--- config.mk ---
export PLATFORM = sky130hd
export DESIGN_NAME = axi4_rd_arbiter
export DESIGN_NICKNAME = d
export VERILOG_FILES = /design/src/rtl/furina_axi_pkg.sv /design/src/rtl/rr_arbiter.sv /design/src/rtl/axi4_rd_arbiter.sv
export SDC_FILE = /design/constraint.sdc
export NUM_CORES = 1
export LEC_CHECK = 0
export ABC_AREA = 1
export BUFFER_PORTS_ARGS = -buffer_cell sky130_fd_sc_hd__buf_2
export CAP_MARGIN = 20
export CORE_ASPECT_RATIO = 1.4
export CORE_UTILIZATION = 43
export DETAILED_ROUTE_END_ITERATION = 12
export PLACE_DENSITY = 0.81
export SYNTH_ARGS = -nofsm -noshare
export SYNTH_HDL_FRONTEND = slang
export SYNTH_SLANG_ARGS = --single-unit
export TNS_END_PERCENT = 10
--- constraint.sdc ---
create_clock -name clk -period 2.18 [get_ports clk]
set_input_delay 0.218 -clock clk [delete_from_list [all_inputs] [get_ports clk]]
set_output_delay 0.218 -clock clk [all_outputs]
set_load 0.02 [all_outputs]
--- src/rtl/furina_axi_pkg.sv ---
// Shared AXI4 definitions for the furina core: burst/response codes and the
// latched read-request payload used by the read arbiter.
package furina_axi_pkg;

    localparam int unsigned AXI_ADDR_WIDTH = 32;
    localparam int unsigned AXI_LEN_WIDTH  = 8;
    localparam int unsigned AXI_SIZE_WIDTH = 3;

    localparam logic [1:0] AXI_BURST_INCR  = 2'b01;

    localparam logic [1:0] AXI_RESP_OKAY   = 2'b00;
    localparam logic [1:0] AXI_RESP_EXOKAY = 2'b01;
    localparam logic [1:0] AXI_RESP_SLVERR = 2'b10;
    localparam logic [1:0] AXI_RESP_DECERR = 2'b11;

    typedef struct packed {
        logic [AXI_ADDR_WIDTH-1:0] addr;
        logic [AXI_LEN_WIDTH-1:0]  len;
        logic [AXI_SIZE_WIDTH-1:0] size;
    } ar_req_t;

endpackage

--- src/rtl/rr_arbiter.sv ---
// Round-robin picker: first set request at or after ptr, wrapping around.
// Purely combinational; the owner keeps and advances the pointer.
module rr_arbiter #(
    parameter int unsigned N  = 2,
    parameter int unsigned IW = (N > 1) ? $clog2(N) : 1
) (
    input  logic [N-1:0]  req,
    input  logic [IW-1:0] ptr,
    output logic [N-1:0]  grant_c,
    output logic [IW-1:0] idx_c,
    output logic          any_c
);

    logic [IW:0] cand;
    logic        found;

    // Candidate index walks ptr, ptr+1, ... modulo N
    always_comb begin
        grant_c = '0;
        idx_c   = '0;
        found   = 1'b0;
        cand    = '0;
        for (int unsigned i = 0; i < N; i++) begin
            cand = (IW+1)'(ptr) + (IW+1)'(i);
            if (cand >= (IW+1)'(N)) begin
                cand = cand - (IW+1)'(N);
            end
            if (!found && req[cand[IW-1:0]]) begin
                found                 = 1'b1;
                grant_c[cand[IW-1:0]] = 1'b1;
                idx_c                 = cand[IW-1:0];
            end
        end
    end

    assign any_c = |req;

endmodule

--- src/rtl/axi4_rd_arbiter.sv ---
// Shares the single AXI4 AR/R channel between NUM_MST requesters with one
// burst in flight; round-robin grant held from AR issue to the last R beat.
module axi4_rd_arbiter
    import furina_axi_pkg::*;
#(
    parameter int unsigned NUM_MST    = 2,
    parameter int unsigned ADDR_WIDTH = 32,
    parameter int unsigned DATA_WIDTH = 32,
    parameter int unsigned ID_WIDTH   = 4
) (
    input  logic                          clk,
    input  logic                          a_rst,
    input  logic [NUM_MST-1:0]            req_valid,
    output logic [NUM_MST-1:0]            req_ready,
    input  logic [NUM_MST*ADDR_WIDTH-1:0] req_addr,
    input  logic [NUM_MST*8-1:0]          req_len,
    input  logic [NUM_MST*3-1:0]          req_size,
    output logic [NUM_MST-1:0]            rsp_valid,
    input  logic [NUM_MST-1:0]            rsp_ready,
    output logic [DATA_WIDTH-1:0]         rsp_data,
    output logic [1:0]                    rsp_resp,
    output logic                          rsp_last,
    output logic [ID_WIDTH-1:0]           arid,
    output logic [ADDR_WIDTH-1:0]         araddr,
    output logic [7:0]                    arlen,
    output logic [2:0]                    arsize,
    output logic [1:0]                    arburst,
    output logic                          arvalid,
    input  logic                          arready,
    input  logic [ID_WIDTH-1:0]           rid,
    input  logic [DATA_WIDTH-1:0]         rdata,
    input  logic [1:0]                    rresp,
    input  logic                          rlast,
    input  logic                          rvalid,
    output logic                          rready,
    output logic                          proto_err
);

    localparam int unsigned IDX_W  = (NUM_MST > 1) ? $clog2(NUM_MST) : 1;
    localparam int unsigned BEAT_W = AXI_LEN_WIDTH + 1;

    typedef enum logic [1:0] {
        ST_IDLE,
        ST_AR,
        ST_R
    } state_t;

    state_t             state, state_d;
    logic [IDX_W-1:0]   rr_ptr, rr_ptr_d;
    logic [IDX_W-1:0]   g_q, g_d;
    ar_req_t            ar_q, ar_d;
    logic [BEAT_W-1:0]  beat_cnt, beat_cnt_d;
    logic [NUM_MST-1:0] req_ready_d;
    logic               proto_err_d;

    logic [NUM_MST-1:0] arb_grant;
    logic [IDX_W-1:0]   arb_idx;
    logic               arb_any;
    logic               in_ar, in_r, r_fire, beat_is_last;

    logic [ADDR_WIDTH-1:0] addr_arr [NUM_MST];
    logic [7:0]            len_arr  [NUM_MST];
    logic [2:0]            size_arr [NUM_MST];

    for (genvar i = 0; i < NUM_MST; i++) begin : g_split
        assign addr_arr[i] = req_addr[i*ADDR_WIDTH +: ADDR_WIDTH];
        assign len_arr[i]  = req_len[i*8 +: 8];
        assign size_arr[i] = req_size[i*3 +: 3];
    end

    rr_arbiter #(
        .N  (NUM_MST),
        .IW (IDX_W)
    ) u_rr (
        .req     (req_valid),
        .ptr     (rr_ptr),
        .grant_c (arb_grant),
        .idx_c   (arb_idx),
        .any_c   (arb_any)
    );

    assign in_ar        = (state == ST_AR);
    assign in_r         = (state == ST_R);
    assign r_fire       = in_r && rvalid && rsp_ready[g_q];
    assign beat_is_last = (beat_cnt == BEAT_W'(ar_q.len));

    always_ff @(posedge clk or posedge a_rst) begin
        if (a_rst) begin
            state     <= ST_IDLE;
            rr_ptr    <= '0;
            g_q       <= '0;
            ar_q      <= '0;
            beat_cnt  <= '0;
            req_ready <= '0;
            proto_err <= 1'b0;
        end else begin
            state     <= state_d;
            rr_ptr    <= rr_ptr_d;
            g_q       <= g_d;
            ar_q      <= ar_d;
            beat_cnt  <= beat_cnt_d;
            req_ready <= req_ready_d;
            proto_err <= proto_err_d;
        end
    end

    always_comb begin
        state_d     = state;
        rr_ptr_d    = rr_ptr;
        g_d         = g_q;
        ar_d        = ar_q;
        beat_cnt_d  = beat_cnt;
        req_ready_d = '0;
        proto_err_d = 1'b0;
        case (state)
            ST_IDLE: begin
                proto_err_d = rvalid;
                if (arb_any) begin
                    g_d         = arb_idx;
                    ar_d.addr   = AXI_ADDR_WIDTH'(addr_arr[arb_idx]);
                    ar_d.len    = len_arr[arb_idx];
                    ar_d.size   = size_arr[arb_idx];
                    req_ready_d = arb_grant;
                    state_d     = ST_AR;
                end
            end
            ST_AR: begin
                proto_err_d = rvalid;
                if (arready) begin
                    beat_cnt_d = '0;
                    state_d    = ST_R;
                end
            end
            ST_R: begin
                // Beat still goes to the owner on a bad rid; only rlast ends the burst
                if (r_fire) begin
                    beat_cnt_d  = beat_cnt + BEAT_W'(1);
                    proto_err_d = (rid != ID_WIDTH'(g_q)) || (rlast != beat_is_last);
                    if (rlast) begin
                        state_d  = ST_IDLE;
                        rr_ptr_d = (g_q == IDX_W'(NUM_MST - 1)) ? '0 : g_q + IDX_W'(1);
                    end
                end
            end
            default: state_d = ST_IDLE;
        endcase
    end

    assign arvalid = in_ar;
    assign arid    = in_ar ? ID_WIDTH'(g_q) : '0;
    assign araddr  = in_ar ? ADDR_WIDTH'(ar_q.addr) : '0;
    assign arlen   = in_ar ? ar_q.len : '0;
    assign arsize  = in_ar ? ar_q.size : '0;
    assign arburst = in_ar ? AXI_BURST_INCR : 2'b00;

    // R channel is a zero-latency pass-through to the current owner
    assign rready   = in_r && rsp_ready[g_q];
    assign rsp_data = in_r ? rdata : '0;
    assign rsp_resp = in_r ? rresp : '0;
    assign rsp_last = in_r && rlast;

    always_comb begin
        rsp_valid = '0;
        if (in_r && rvalid) begin
            rsp_valid[g_q] = 1'b1;
        end
    end

endmodule

==> results.sh <==
export IMPL_detail_route_antenna_nets=0
export IMPL_timing_worst_setup_path_type="flop to output pin"
export IMPL_initial_core_util_pct=45.2
export IMPL_cts_repair_resized=0
export IMPL_leading_post_synthesis_cells_by_cell_area="dfrtp_1 42%, nor2_1 14%, inv_1 11%, o22ai_1 7.6%, o21ai_0 6.5%"
export IMPL_synth_yosys_seq_area_share_pct=41.7
export IMPL_hp_class="primary input to flop"
export IMPL_grt_overflow=0
export IMPL_clock_path_buffers=2
export IMPL_routed_wire_length_per_instance_um=12.4
export IMPL_slew_viol_final=0
export IMPL_post_cts_hold_buffer_count=1
export IMPL_routability_driven_placement_congestion_ratio=0.831
export IMPL_asyncSetResetFlopFracSynth_pct=100
export IMPL_area_growth_syn_to_layout_pct=38.7
export IMPL_outcome="finished clean"
export IMPL_worstSetupEndpointType="output pin"
export IMPL_yosys_most_used_dff="dfrtp_1"
export IMPL_postCtsSetupBuffers=0
export IMPL_cts_tree="yes"
export IMPL_fp_dieW_um=78.7
export IMPL_vias_in_the_first_global_route=3644
export IMPL_worstPathRequired_ns=1.96
export IMPL_dp_cells=805
export IMPL_hpwl_um=7890
export IMPL_instances_no_fill=822
export IMPL_synth_cell_area_mm2=0.00354
export IMPL_crit_path_max_fanout=45
export IMPL_grt_pass1_wl_um=16100
export IMPL_arrival_time_of_the_worst_setup_path_ns=1.68
export IMPL_insertion_delay_ns=0.34
export IMPL_std_cell_rows=38
export IMPL_ctsHtreeMaxLevel=3
export IMPL_max_cap_violations=0
export IMPL_grt_antenna_before_repair=0
export IMPL_totalWireLength_um=10200
export IMPL_worst_slew_pin_slew_ns=0.735
export IMPL_root_buffer="clkbuf_8"
export IMPL_fraction_of_synthesized_cell_area_taken_by_the_top_area_cell_type_pct=41.7
export IMPL_placement_io_buffers=219
export IMPL_pwr_density_cell_mw_per_mm2=1250
export IMPL_synth_enable_flop_cells=0
export IMPL_clkSinkCount=59
export IMPL_worst_setup_path_start_kind="flop"
export IMPL_n_antenna_cell=0
export IMPL_rsz0062_at_grt="no"
export IMPL_utilization_pct=62.7
export IMPL_synth_ff_latch_count=59
export IMPL_finalWorstPathRequiredPeriod_ns=1.89
export IMPL_max_freq_mhz=528
export IMPL_tns_ns=0
export IMPL_cts_made_buffers=9
export IMPL_irDropWorstVdd_mv=0.707
export IMPL_grt_total_usage_pct=24.3
export IMPL_synth_top_cell_by_area="dfrtp_1"
export IMPL_dieHeight_um=109
export IMPL_max_slew_margin_vs_limit_pct=50.9
export IMPL_finalHoldViolCount=0
export IMPL_via_count=3982
export IMPL_finalSetupViolCount=0
export IMPL_fillerInstances=689
export IMPL_detailed_route_drc_error_count=0
export IMPL_clkSlewWorstSetupHoldPaths_ns=0.07
export IMPL_io_pins=224
export IMPL_grt_start_max_net_pins=46
export IMPL_synthCells=505
export IMPL_power_leakage_nw=2.97
export IMPL_drt_first_iter_violations=188
export IMPL_final_setup_skew_ns=0.00860
export IMPL_drive_gt1_share_pct=36.6
export IMPL_syn_avg_cell_area_um2=7.02
export IMPL_vias_per_cell=4.84
export IMPL_die_area_mm2=0.00861
export IMPL_synth_cell_types=37
export IMPL_min_period_over_period_pct=86.9
export IMPL_design_core_area_mm2=0.00785
export IMPL_drtPass1Iterations=4
export IMPL_num_nets_final=851
export IMPL_synthesis_yosys_warnings=0
final timing paths:
path                                      startpoint                endpoint  slack (ns)  depth (start not counted)
worst max-delay path            state[1]$_DFFE_PP0P_               araddr[5]        0.29                          5
worst min-delay path                    req_valid[1]  req_ready[0]$_DFF_PP0_        0.09                          2
worst max register to register  state[1]$_DFFE_PP0P_     ar_q[5]$_DFFE_PP0P_        0.61                          6
worst min register to register    rr_ptr$_DFFE_PP0P_  req_ready[0]$_DFF_PP0_        0.52                          1
max in group asynchronous                      a_rst     ar_q[3]$_DFFE_PP0P_        1.30                          4
min in group asynchronous                      a_rst    ar_q[22]$_DFFE_PP0P_        0.29                          3
where the power goes:
group / switching, W / total (W) / internal, W
clock network: 0.000435 / 0.00114 / 0.000704
registers: 0.000185 / 0.00174 / 0.00156
logic: 0.00220 / 0.00327 / 0.00107
placed cells by master, fill, tap and decap left out, types with 2 or more instances in the layout:
master     instances
nor2_1           135
inv_1            100
inv_2              5
nand3_1           11
conb_1             4
nor3_1             3
nand2_2            4
buf_4              8
o21ai_0           46
bufinv_16          2
buf_2            219
nand2_1           35
xor2_1             2
nor3_2             2
nand2_4            3
o21ai_1            5
clkbuf_8          11
o22ai_1           43
a21oi_1            6
dfrtp_1           59
flip-flops by register name, summed over array words and instances, names as in the netlist:
name	flops
state	2
beat_cnt	9
g_q	1
rr_ptr	1
ar_q	43
proto_err	1
req_ready	2
logic make-up after synthesis:
kind of cell	count (synthesis)	share of synthesized area, %
flops	59	41.7
other cells	1	0.106
buf+inv	135	15.6
simple gates	202	25.0
fa+ha+maj	1	0.353
xor+xnor	2	0.494
compound gates	105	16.8
cell usage after synthesis (all sizes together) (2+ instances only):
| library cell | n |
|---|---|
| nand3 | 11 |
| nor2 | 138 |
| o22ai | 43 |
| xor2 | 2 |
| clkbuf | 7 |
| nor3 | 6 |
| a21oi | 7 |
| nand2 | 43 |
| dfrtp | 59 |
| buf | 23 |
| inv | 105 |
| o21ai | 52 |
stage by stage:
step           setup slack [ns]  hold WS (ns)  total power [W]  instance area, um2
2_1_floorplan             0.506         0.309          0.00408                3550
3_3_place_gp              0.666        0.0954          0.00495                4680
3_5_place_dp              0.603         0.105          0.00504                4680
4_1_cts                   0.284        0.0778          0.00619                4920
5_1_grt                   0.179        0.0942          0.00661                4920
6_report                  0.285        0.0939          0.00615                4920
routing by layer:
layer	share of wire [%]	vias up	global-route usage [%]	routed length, um
met5	0	-	0	0
met4	1.8	0	10.8	184
met3	8.6	18	5.31	872
met2	52	217	45.5	5280
met1	38	1763	25.7	3850
li1	-	1984	-	-
layout make-up:
cell class                      count  area, um2  area share, %
Tap cell                          100        125           2.55
Multi-Input combinational cell    314       1530           31.1
Inverter                          105        394           8.02
Timing Repair Buffer              228       1170           23.7
Clock buffer                       12        155           3.16
Sequential cell                    59       1480           30.0
Clock inverter                      4       72.6           1.48
critical path, stage by stage, from the launching register on:
cell and delay (ns):
dfrtp_1 0.42, nor2_2 0.23, inv_2 0.04, buf_4 0.26, nor2_1 0.16, buf_2 0.19
Note: power is estimated with default switching activity, not from simulation.
